$ cat src/rtl/mult_div_unit.sv
// mult_div_unit: iterative signed MULT/DIV (radix-2 Booth, restoring division) producing HI/LO.
// Optional MULTDIV_DIV0_FLAG_EN adds a sticky div_zero output.
`default_nettype none

module mult_div_unit #(
  parameter int WIDTH = 32
) (
  input  logic             clk,
  input  logic             reset_n,
  input  logic             start_mult,
  input  logic             start_div,
  input  logic [WIDTH-1:0] a,
  input  logic [WIDTH-1:0] b,
  output logic             busy,
  output logic             done,
  output logic [WIDTH-1:0] hi,
  output logic [WIDTH-1:0] lo
`ifdef MULTDIV_DIV0_FLAG_EN
  ,
  output logic             div_zero
`endif
);

  localparam int CW = $clog2(WIDTH);
  localparam logic [CW-1:0] LAST = CW'(WIDTH - 1);

  typedef enum logic [1:0] {IDLE = 2'd0, MULT = 2'd1, DIV = 2'd2, FIN = 2'd3} state_t;

  state_t           state_q, state_d;
  logic [CW-1:0]    cnt_q, cnt_d;
  logic [WIDTH:0]   ah_q, ah_d;      // Booth upper accumulator (one guard bit) / division remainder
  logic [WIDTH-1:0] al_q, al_d;      // multiplier bits / dividend-then-quotient bits
  logic [WIDTH-1:0] m_q, m_d;        // multiplicand or divisor magnitude
  logic [WIDTH-1:0] hi_q, hi_d, lo_q, lo_d;
  logic             qm1_q, qm1_d, qneg_q, qneg_d, rneg_q, rneg_d, dz_q, dz_d;
  logic             busy_q, busy_d, done_q, done_d, fin_dz;

  logic [WIDTH:0]   booth_sum, booth_ah, div_shift, div_diff, div_ah;
  logic [WIDTH-1:0] booth_al, div_al, abs_a, abs_b;
  logic             div_ge;

  always_comb begin
    unique case ({al_q[0], qm1_q})
      2'b01:   booth_sum = ah_q + {m_q[WIDTH-1], m_q};
      2'b10:   booth_sum = ah_q - {m_q[WIDTH-1], m_q};
      default: booth_sum = ah_q;
    endcase
    booth_ah = {booth_sum[WIDTH], booth_sum[WIDTH:1]};
    booth_al = {booth_sum[0], al_q[WIDTH-1:1]};

    div_shift = {ah_q[WIDTH-1:0], al_q[WIDTH-1]};
    div_diff  = div_shift - {1'b0, m_q};
    div_ge    = ~div_diff[WIDTH];
    div_ah    = div_ge ? div_diff : div_shift;
    div_al    = {al_q[WIDTH-2:0], div_ge};

    // Unsigned magnitude, so -2^(WIDTH-1) maps to 2^(WIDTH-1).
    abs_a = a[WIDTH-1] ? -a : a;
    abs_b = b[WIDTH-1] ? -b : b;
  end

  always_comb begin
    state_d = state_q;
    cnt_d   = cnt_q;
    ah_d    = ah_q;
    al_d    = al_q;
    m_d     = m_q;
    qm1_d   = qm1_q;
    qneg_d  = qneg_q;
    rneg_d  = rneg_q;
    dz_d    = dz_q;
    hi_d    = hi_q;
    lo_d    = lo_q;
    busy_d  = busy_q;
    done_d  = 1'b0;
    fin_dz  = 1'b0;
    unique case (state_q)
      IDLE: begin
        if (start_mult) begin
          ah_d    = '0;
          al_d    = a;
          m_d     = b;
          qm1_d   = 1'b0;
          cnt_d   = '0;
          busy_d  = 1'b1;
          state_d = MULT;
        end else if (start_div) begin
          ah_d    = '0;
          al_d    = abs_a;
          m_d     = abs_b;
          qneg_d  = a[WIDTH-1] ^ b[WIDTH-1];
          rneg_d  = a[WIDTH-1];
          dz_d    = (b == '0);
          cnt_d   = '0;
          busy_d  = 1'b1;
          state_d = DIV;
        end
      end
      MULT: begin
        ah_d  = booth_ah;
        al_d  = booth_al;
        qm1_d = al_q[0];
        cnt_d = cnt_q + 1'b1;
        if (cnt_q == LAST) begin
          hi_d    = booth_ah[WIDTH-1:0];
          lo_d    = booth_al;
          busy_d  = 1'b0;
          done_d  = 1'b1;
          state_d = FIN;
        end
      end
      DIV: begin
        if (dz_q) begin
          // Rebuild the original dividend from its stored magnitude and sign.
          hi_d    = rneg_q ? -al_q : al_q;
          lo_d    = '1;
          fin_dz  = 1'b1;
          busy_d  = 1'b0;
          done_d  = 1'b1;
          state_d = FIN;
        end else begin
          ah_d  = div_ah;
          al_d  = div_al;
          cnt_d = cnt_q + 1'b1;
          if (cnt_q == LAST) begin
            hi_d    = rneg_q ? -div_ah[WIDTH-1:0] : div_ah[WIDTH-1:0];
            lo_d    = qneg_q ? -div_al : div_al;
            busy_d  = 1'b0;
            done_d  = 1'b1;
            state_d = FIN;
          end
        end
      end
      FIN:     state_d = IDLE;
      default: state_d = IDLE;
    endcase
  end

  always_ff @(posedge clk or negedge reset_n) begin
    if (!reset_n) begin
      state_q <= IDLE;
      cnt_q   <= '0;
      ah_q    <= '0;
      al_q    <= '0;
      m_q     <= '0;
      qm1_q   <= 1'b0;
      qneg_q  <= 1'b0;
      rneg_q  <= 1'b0;
      dz_q    <= 1'b0;
      hi_q    <= '0;
      lo_q    <= '0;
      busy_q  <= 1'b0;
      done_q  <= 1'b0;
    end else begin
      state_q <= state_d;
      cnt_q   <= cnt_d;
      ah_q    <= ah_d;
      al_q    <= al_d;
      m_q     <= m_d;
      qm1_q   <= qm1_d;
      qneg_q  <= qneg_d;
      rneg_q  <= rneg_d;
      dz_q    <= dz_d;
      hi_q    <= hi_d;
      lo_q    <= lo_d;
      busy_q  <= busy_d;
      done_q  <= done_d;
    end
  end

  assign busy = busy_q;
  assign done = done_q;
  assign hi   = hi_q;
  assign lo   = lo_q;

`ifdef MULTDIV_DIV0_FLAG_EN
  logic div_zero_q, div_zero_d;

  always_comb begin
    div_zero_d = div_zero_q;
    if (state_q == IDLE && (start_mult || start_div)) div_zero_d = 1'b0;
    else if (fin_dz) div_zero_d = 1'b1;
  end

  always_ff @(posedge clk or negedge reset_n) begin
    if (!reset_n) div_zero_q <= 1'b0;
    else          div_zero_q <= div_zero_d;
  end

  assign div_zero = div_zero_q;
`else
  logic unused_fin_dz;
  assign unused_fin_dz = fin_dz;
`endif

endmodule

`default_nettype wire

$ cat config.mk
export PLATFORM = sky130hd
export DESIGN_NAME = mult_div_unit
export DESIGN_NICKNAME = d
export VERILOG_FILES = /design/src/rtl/mult_div_unit.sv
export SDC_FILE = /design/constraint.sdc
export NUM_CORES = 1
export LEC_CHECK = 0
export BUFFER_PORTS_ARGS = -buffer_cell sky130_fd_sc_hd__buf_4
export CORE_ASPECT_RATIO = 1.5
export CORE_MARGIN = 1.5
export CORE_UTILIZATION = 55
export CTS_CLUSTER_DIAMETER = 30
export CTS_CLUSTER_SIZE = 14
export DETAILED_ROUTE_END_ITERATION = 16
export GPL_TIMING_DRIVEN = 0
export PLACE_DENSITY = 0.74
export SYNTH_ARGS = -nofsm -noshare
export SYNTH_HDL_FRONTEND = slang
export SYNTH_SLANG_ARGS = --single-unit
$ cat constraint.sdc
create_clock -name clk -period 16.2 [get_ports clk]
set_input_delay 0.81 -clock clk [delete_from_list [all_inputs] [get_ports clk]]
set_output_delay 0.81 -clock clk [all_outputs]
set_load 0.01 [all_outputs]
# Yosys cells after proc, flatten, opt, wreduce, memory -nomap -nowiden
# Cells that the tools add are included.
[op_classes]
addsub = 9
eq_ne = 11
n_mux = 44
n_bitwise = 3
n_reduce_logical = 12
[ops]
columns = ["cell", "n"]
rows = [
  ["32-bit two-way mux", 16],
  ["32-bit negation", 5],
  ["33-bit two-way mux", 4],
  ["32-bit one-hot mux with 2 select lines", 2],
  ["33-bit one-hot mux with 3 select lines", 1],
  ["32-bit one-hot mux with 3 select lines", 1],
  ["33-bit one-hot mux with 2 select lines", 1],
  ["33-bit adder", 1],
  ["33-bit by 32-bit subtractor with 33-bit output", 1],
  ["33-bit subtractor", 1],
  ["32-bit logical NOT", 1],
  ["5-bit two-way mux", 3],
  ["5-bit one-hot mux with 3 select lines", 1],
  ["3-bit AND reduction", 3],
  ["2-bit two-way mux", 4],
  ["2-bit one-hot mux with 4 select lines", 1],
  ["1-bit two-way mux", 7],
  ["2-bit equality test (second input constant)", 3],
  ["2-bit inequality test (second input constant)", 3],
  ["3-bit inequality test (second input constant)", 2],
  ["2-bit AND reduction", 3],
  ["2-bit nonzero test", 3],
  ["5-bit by 1-bit adder with 5-bit output (second input constant)", 1],
  ["5-bit equality test (second input constant)", 1],
  ["other kinds (7)", 10],
]
[word_totals]
register_bits = 174

# Longest topological paths before layout
# Gate-level depths: netlist of run 1.
[depth]
ltp_word = 7
mapped_depth = 26

# Least setup slack after synthesis of run 1
# OpenSTA, ideal clock, no wires.
[synth_timing]
path_type = "flip-flop to flip-flop"
start = "register al_q[31]"
end = "register hi_q[23] (netlist: hi[23])"
setup_ns = 0.120
arrival_ns = 5.804
t_required_ns = 16.080
path_slack_ns = 10.276
path_stages_with_launch = 24
path_buffers = 0
period_less_slack_ns = 5.924
cell_sequence = "dfrtp_1 -> inv_1 -> ha_1 -> fa_1 -> nand2b_1 -> a211oi_2 -> o211ai_1 -> a21oi_1 -> nor3_1 -> or3_1 -> nand2b_1 -> a21o_1 -> ha_1 -> inv_1 -> nor2_1 -> a221oi_1 -> o311ai_1 -> a311o_1 -> a2111o_1 -> or4_4 -> nor4_1 -> mux2_2 -> a221o_1 -> a31o_1"
[synth_between]
elab_chain_cells = 7
[synth_lines]
columns = ["element", "line_no", "text"]
rows = [
  ["from (decl)", "32", "logic [WIDTH-1:0] al_q, al_d;"],
  ["from (signal assigned)", "158", "al_q <= al_d;"],
  ["33-bit by 32-bit subtractor with 33-bit output", "52", "div_diff = div_shift - {1'b0, m_q};"],
  ["33-bit two-way mux *", "54", "div_ah = div_ge ? div_diff : div_shift;"],
  ["32-bit negation", "126", "hi_d = rneg_q ? -div_ah[WIDTH-1:0] : div_ah[WIDTH-1:0];"],
  ["32-bit two-way mux *", "126", ""],
  ["32-bit two-way mux *", "125", "if (cnt_q == LAST) begin"],
  ["32-bit two-way mux *", "113", "if (dz_q) begin"],
  ["32-bit one-hot mux with 2 select lines *", "77", "unique case (state_q)"],
  ["to (signal assigned)", "164", "hi_q <= hi_d;"],
  ["to (decl)", "34", "logic [WIDTH-1:0] hi_q, hi_d, lo_q, lo_d;"],
]
# Every way passes the cells marked *; elsewhere a longest branch is shown, timed or not. The select of a mux whose other input is x is not followed.
# A chain may end at the register's enable or synchronous reset.

# Worst setup path after layout of run 1
[layout_timing]
start = "register al_q[31]"
end = "register lo_q[31] (netlist: lo[31])"
[layout_between]
elab_chain_cells = 7
[layout_lines]
columns = ["element", "line_no", "text"]
rows = [
  ["33-bit by 32-bit subtractor with 33-bit output", "52", ""],
  ["1-bit NOT", "53", "div_ge = ~div_diff[WIDTH];"],
  ["32-bit negation", "127", "lo_d = qneg_q ? -div_al : div_al;"],
  ["32-bit two-way mux", "127", ""],
  ["32-bit two-way mux", "125", ""],
  ["32-bit two-way mux", "113", ""],
  ["32-bit one-hot mux with 2 select lines", "77", ""],
  ["to (signal assigned)", "165", "lo_q <= lo_d;"],
  ["to (decl)", "34", ""],
]
# Every way passes these cells. The select of a mux whose other input is x is not followed.

==> flow_summary.toml, run 1 <==
[grt]
grt_max_degree = 120
grtUsageTotal_pct = 45.5
grt_pass1_wl_mm = 107
antenna_found_initial = 1
gr-total-overflow = 0
grt_pass1_vias = 18300

[sta]
setup_violations = 0
finalMaxSlewViolations = 0
fin_crit_ns = 8.54
rsz0062_at_grt = "false"
tightest_slew_ns = 1.39
skew_ns = 0.0144
max_freq_mhz = 117
finalCritPeriodShare_pct = 52.7
timing.slew.headroom_pct = 6.30
holdWs_ns = 0.232
setup_tns_ns = 0
hold_viol = 0

[clock_tree]
numCtsBuffers = 17
ctsLongestPathBuffers = 2
htree_levels = 4
tritoncts = "yes"
cts-hold-fix-buffers = 0
cts.sinks = 174
cts-root-buf = "clkbuf_16"
clkTransAtPathRegs_ns = 0.08
cts_setup_buffers = 0
ctsResizeCount = 0
clock_latency_ns = 0.48

[route]
routedWlPerCell_um = 25.8
firstDrtPassIters = 6
drtIter0Drc = 1764
drc_errors = 0
via_per_inst = 6.71
finalWirelength_mm = 71.8
ant_nets = 0
route.vias.total = 18700

[placement]
hpwlAfterDp_mm = 56.0
place_inst = 2753
gp_congestion = 1.08
io_buffers = 132

[power_and_ir_drop]
p_seq_share_pct = 16.2
power.leakage_nw = 7.91
power.share.clock_pct = 10.4
ir_drop_uv = 137
swShare_pct = 56.7
intPower_mw = 1.91
power.density_mw_per_mm2 = 234
combPwrFrac_pct = 73.4
power.switching_mw = 2.50

[finish]
layoutNonFillerInstCount = 2787
nets = 2526
drive_gt1_share_pct = 8.57
area_growth_pct = 12.9
utilization_pct = 63.5
final.fill_count = 2776

[critical_path]
worst-path-buf-inv = 7
ff2ff_setup_slack_ns = 7.66
cp_slowest_stage_delay_ns = 0.79
worstSetupPathType = "flip-flop to flip-flop"
critical_path_depth = 22
cp_top_family = "buffers and inverters"
path_max_fanout = 10
start_kind = "flip-flop"
arrival_ns = 8.88
required_ns = 16.54
critPathCaptureType = "flip-flop"
crit_top_cell = "clkbuf_1"
rr_worst_depth = 22
crit_path_cell_trace = "inv_1 > ha_1 > fa_1 > nand2b_1 > a211oi_2 > o211ai_1 > a21oi_1 > nor3_1 > or3_1 > nand2b_1 > a21o_1 > ha_1 > clkbuf_1 > clkbuf_1 > clkbuf_1 > buf_1 > clkbuf_1 > clkbuf_1 > o21ai_0 > xnor2_1 > o221ai_1 > nand2_1"
crit_slowest_cell = "clkbuf_1"

[floorplanning]
die_h_um = 216
core_area_mm2 = 0.0297
die_x_um = 145
io_pins = 134
start_util_pct = 56.2
num_rows = 77
die_area_mm2 = 0.0314

[synth]
ys_ff_latch = 174
yosysMostFrequentCell = "nand2_1"
synth-simple-area-share_pct = 20.2
synth_top_family_by_area = "compound AO/OA/AOI/OAI gates"
yosysWarnings = 0
seq_area_frac_synth_pct = 26.1
synth_common_cells = "nand2_1 (295), o21ai_0 (210), dfrtp_1 (174), nor2_1 (171), a21oi_1 (162)"
syn_area_mm2 = 0.0167
syn-num-nets = 2372
synth.avg_cell_area_um2 = 7.50
synthArstFlopShare_pct = 100
ys_types = 78
synth_top_area_share_pct = 26.1
synthXorXnorAreaFrac_pct = 10.8
synth_enable_flop_cells = 0
synth_cells = 2224
synth_adder_area_share_pct = 6.09
synthTopCellsByArea = "dfrtp_1 (26%), xnor2_1 (7.2%), nand2_1 (6.6%)"
synth_area_leader_cell = "dfrtp_1"
synthMuxAreaShare_pct = 1.13
synth_ff_type = "dfrtp_1"
synth-compound-area-share_pct = 30.3

[hold_path]
hp-class = "primary input to async pin"

[run]
max_cap_viol_count = 0

[status]
outcome = "completed"
[power groups by stage]
stage	Sequential, mW	Combinational (mW)	Clock, mW
6_report	0.712	3.24	0.459
5_1_grt	0.722	3.45	0.472
4_1_cts	0.704	3.10	0.455
3_5_place_dp	0.712	3.08	0
3_3_place_gp	0.706	3.03	0
2_1_floorplan	0.685	2.10	0
[state kept, by name, summed over array words and instances (netlist names)]
signal   count
al_q        32
m_q         32
state_q      2
busy         1
done         1
dz_q         1
ah_q        33
hi          32
rneg_q       1
qneg_q       1
qm1_q        1
lo          32
cnt_q        5
[cell families after synthesis]
group                    count (synthesis)
AO/OA/AOI/OAI                          782
AND/OR/NAND/NOR                        726
buffers and inverters                  239
XOR/XNOR                               205
flip-flops                             174
adder cells (fa/ha/maj)                 80
multiplexers                            18
[per-layer routing]
metal | wire [µm] | share of wire (%) | GRT usage [%] | up-vias
li1 | - | - | - | 8389
met1 | 23100 | 32 | 44.7 | 8753
met2 | 34600 | 48 | 77.6 | 1188
met3 | 6190 | 8.6 | 10.8 | 380
met4 | 7910 | 11 | 44.9 | 0
met5 | 0 | 0 | 0 | -
[through the flow]
stage	area (µm²)	worst slack [ns]	total power, mW
finish	18800	7.66	4.41
global placement	18200	8.14	3.74
floorplan	16700	10.28	2.78
global route	18800	7.49	4.65
CTS	18800	8.06	4.25
detailed placement	18200	8.13	3.79
[placed cells by master, fill, tap and decap left out, drive strengths merged, types with 38 or more instances in the layout]
| cell type | n |
|---|---|
| nor3 | 39 |
| ha | 78 |
| o31ai | 56 |
| xnor2 | 137 |
| inv | 81 |
| nand2 | 295 |
| dfrtp | 174 |
| nor2 | 171 |
| buf | 155 |
| xor2 | 68 |
| clkbuf | 160 |
| o21ai | 218 |
| a21oi | 162 |
| a21o | 38 |
[layout make-up]
type	count	area [µm²]	area share (%)
multi-input combinational	1811	11400	60.6
sequential	174	4350	23.1
timing repair buffer	135	1040	5.51
buffer	161	612	3.25
tap	395	494	2.62
clock buffer	19	443	2.35
inverter	78	293	1.55
clock inverter	13	179	0.950
antenna	1	2.50	0.0133
[final timing paths]
| kind | from | to |
|---|---|---|
| worst max-delay path | al_q[31] | lo[31] |
| worst min-delay path | reset_n | al_q[14] |
| worst max register to register | al_q[31] | lo[31] |
| worst min register to register | lo[14] | lo[14] |
| max in group asynchronous | reset_n | hi[0] |
| min in group clk | lo[14] | lo[14] |
(Power assumes the default switching activity.)
==> inputs of run 2 (changes only) <==
PLACE_DENSITY = 0.77   (was 0.74)
clock period = 7.8 ns   (was 16.2 ns; I/O delays follow)
==> run 2 against run 1 <==
Largest power group unchanged. Sequential power is 110% higher. Count of clock-buffer cells in the layout unchanged. Utilization down 0.11 points. Final cell count about the same. Power is 110% higher. Flip-flop and latch count unchanged.
==> flow_summary.toml, run 2 (synthesis gave the netlist of run 1 again) <==
[status]
outcome = "completed"

[sta]
skew_ns = 0.0177
max_freq_mhz = 135
hold_viol = 0
setup_violations = 0
finalCritPeriodShare_pct = 95.1
finalMaxSlewViolations = 0
holdWs_ns = 0.200
timing.slew.headroom_pct = 12.5
tightest_slew_ns = 1.30
fin_crit_ns = 7.42

[grt]
grt_pass1_wl_mm = 108
grtUsageTotal_pct = 45.7
grt_pass1_vias = 18500
grt_max_degree = 107
gr-total-overflow = 0
antenna_found_initial = 2

[critical_path]
worstSetupPathType = "flip-flop to flip-flop"
start_kind = "flip-flop"
crit_path_cell_trace = "inv_1 > ha_1 > fa_1 > nand2b_1 > a211oi_4 > o211ai_1 > a21oi_1 > nor3_1 > or3_1 > nand2b_1 > a21o_1 > ha_1 > inv_1 > nor2_1 > a221oi_1 > o311ai_1 > a311o_1 > a2111o_1 > or4_4 > nor4_1 > mux2_2 > a221o_1 > a31o_1"
cp_slowest_stage_delay_ns = 0.62
worst-path-buf-inv = 2
path_max_fanout = 6
critPathCaptureType = "flip-flop"
required_ns = 8.15
cp_top_family = "compound AO/OA/AOI/OAI gates"
crit_slowest_cell = "or4_4"
arrival_ns = 7.77

[route]
drc_errors = 0
route.vias.total = 18500
ant_nets = 0
routedWlPerCell_um = 25.7
finalWirelength_mm = 71.5
drtIter0Drc = 1591
firstDrtPassIters = 8
via_per_inst = 6.65

[clock_tree]
htree_levels = 4
cts.sinks = 174
clock_latency_ns = 0.49
numCtsBuffers = 17
clkTransAtPathRegs_ns = 0.07
tritoncts = "yes"
cts_setup_buffers = 0
ctsLongestPathBuffers = 2
cts-root-buf = "clkbuf_16"

[power_and_ir_drop]
power.leakage_nw = 7.90
p_seq_share_pct = 16.3
ir_drop_uv = 234
intPower_mw = 3.88
swShare_pct = 57.2
power.share.clock_pct = 9.7
power.density_mw_per_mm2 = 483
combPwrFrac_pct = 74.0
power.switching_mw = 5.20
totalPowerFinal_mw = 9.08

[finish]
utilization_pct = 63.4
layoutNonFillerInstCount = 2786
final_common_cell = "nand2_1"
largest_reg_flops = 33
regMostFlops = "ah_q"
layout_common_cells = "nand2_1 (295), o21ai_0 (210), dfrtp_1 (173)"
drive_gt1_share_pct = 8.95
nets = 2525
area_growth_pct = 12.7

[placement]
io_buffers = 132
place_inst = 2752
hpwlAfterDp_mm = 55.7
gp_congestion = 1.07

[hold_path]
hp-class = "primary input to flip-flop"

[floorplanning]
die_area_mm2 = 0.0314
num_rows = 77
io_pins = 134
die_x_um = 145
start_util_pct = 56.2
core_area_mm2 = 0.0297
die_h_um = 216

[run]
max_cap_viol_count = 0
## run 2: cell types whose count changed in the layout (fill, tap and decap cells not counted), sizes merged
cell         delta
bufinv          -3
inv             +4
clkinvlp        +1
dlygate4sd3     +1
buf             -2
clkinv          -2
## run 2: timing repair
action,in CTS,in global routing
endpoints found under the hold margin,68,0
resized for setup,6,9
hold buffers,1,0
setup endpoints to repair,27,33
## run 2: worst paths after layout
path	startpoint	slack, ns	endpoint	cells past startpoint
max in group asynchronous	reset_n	6.36	ah_q[20]	3
hold reg to reg	lo[31]	0.47	lo[31]	2
setup / recovery	al_q[31]	0.38	hi[23]	23
hold / removal	b[17]	0.20	m_q[17]	3
setup reg to reg	al_q[31]	0.38	hi[23]	23
min in group asynchronous	reset_n	0.45	al_q[18]	2
## run 2: layer usage
metal  up-vias  GRT usage [%]  part of all wire [%]
li1       8397              -                     -
met1      8761           45.0                    33
met2       993           78.0                    48
met3       375           10.0                   7.9
met4         2           46.0                    11
met5         -              0                 0.021
## run 2: final cells by class
type,count,area (µm²)
fillers,2867,10900
plain buffers,161,623
repair buffers,134,1040
multi-input cells,1811,11400
well taps,395,494
diodes,1,2.50
clock buffers,19,453
inverters,78,293
flip-flops and latches,174,4360
clock inverters,13,118
## run 2: per-stage QoR
stage	TNS [ns]	setup WS [ns]	instance area, µm²
2_1_floorplan	0	1.88	16700
3_3_place_gp	-4.19	-0.388	18200
3_5_place_dp	-5.60	-0.419	18200
4_1_cts	0	0.0531	18800
5_1_grt	-0.00634	-0.00634	18800
6_report	0	0.380	18800
## run 2: worst reg2reg max path: stages (launching register included)
cell,delay [ns]
dfrtp_2,0.57
inv_1,0.16
ha_1,0.26
fa_1,0.40
nand2b_1,0.21
a211oi_4,0.36
o211ai_1,0.36
a21oi_1,0.37
nor3_1,0.12
or3_1,0.37
nand2b_1,0.09
a21o_1,0.12
ha_1,0.29
inv_1,0.24
nor2_1,0.08
a221oi_1,0.27
o311ai_1,0.29
a311o_1,0.46
a2111o_1,0.51
or4_4,0.62
nor4_1,0.23
mux2_2,0.38
a221o_1,0.32
a31o_1,0.23
## run 2: power by group through the flow
stage	Combinational (mW)	Sequential (mW)	Clock [mW]
floorplan	4.36	1.42	0
global placement	6.27	1.47	0
detailed placement	6.38	1.48	0
CTS	6.41	1.47	0.870
global route	7.18	1.51	0.915
finish	6.72	1.48	0.879
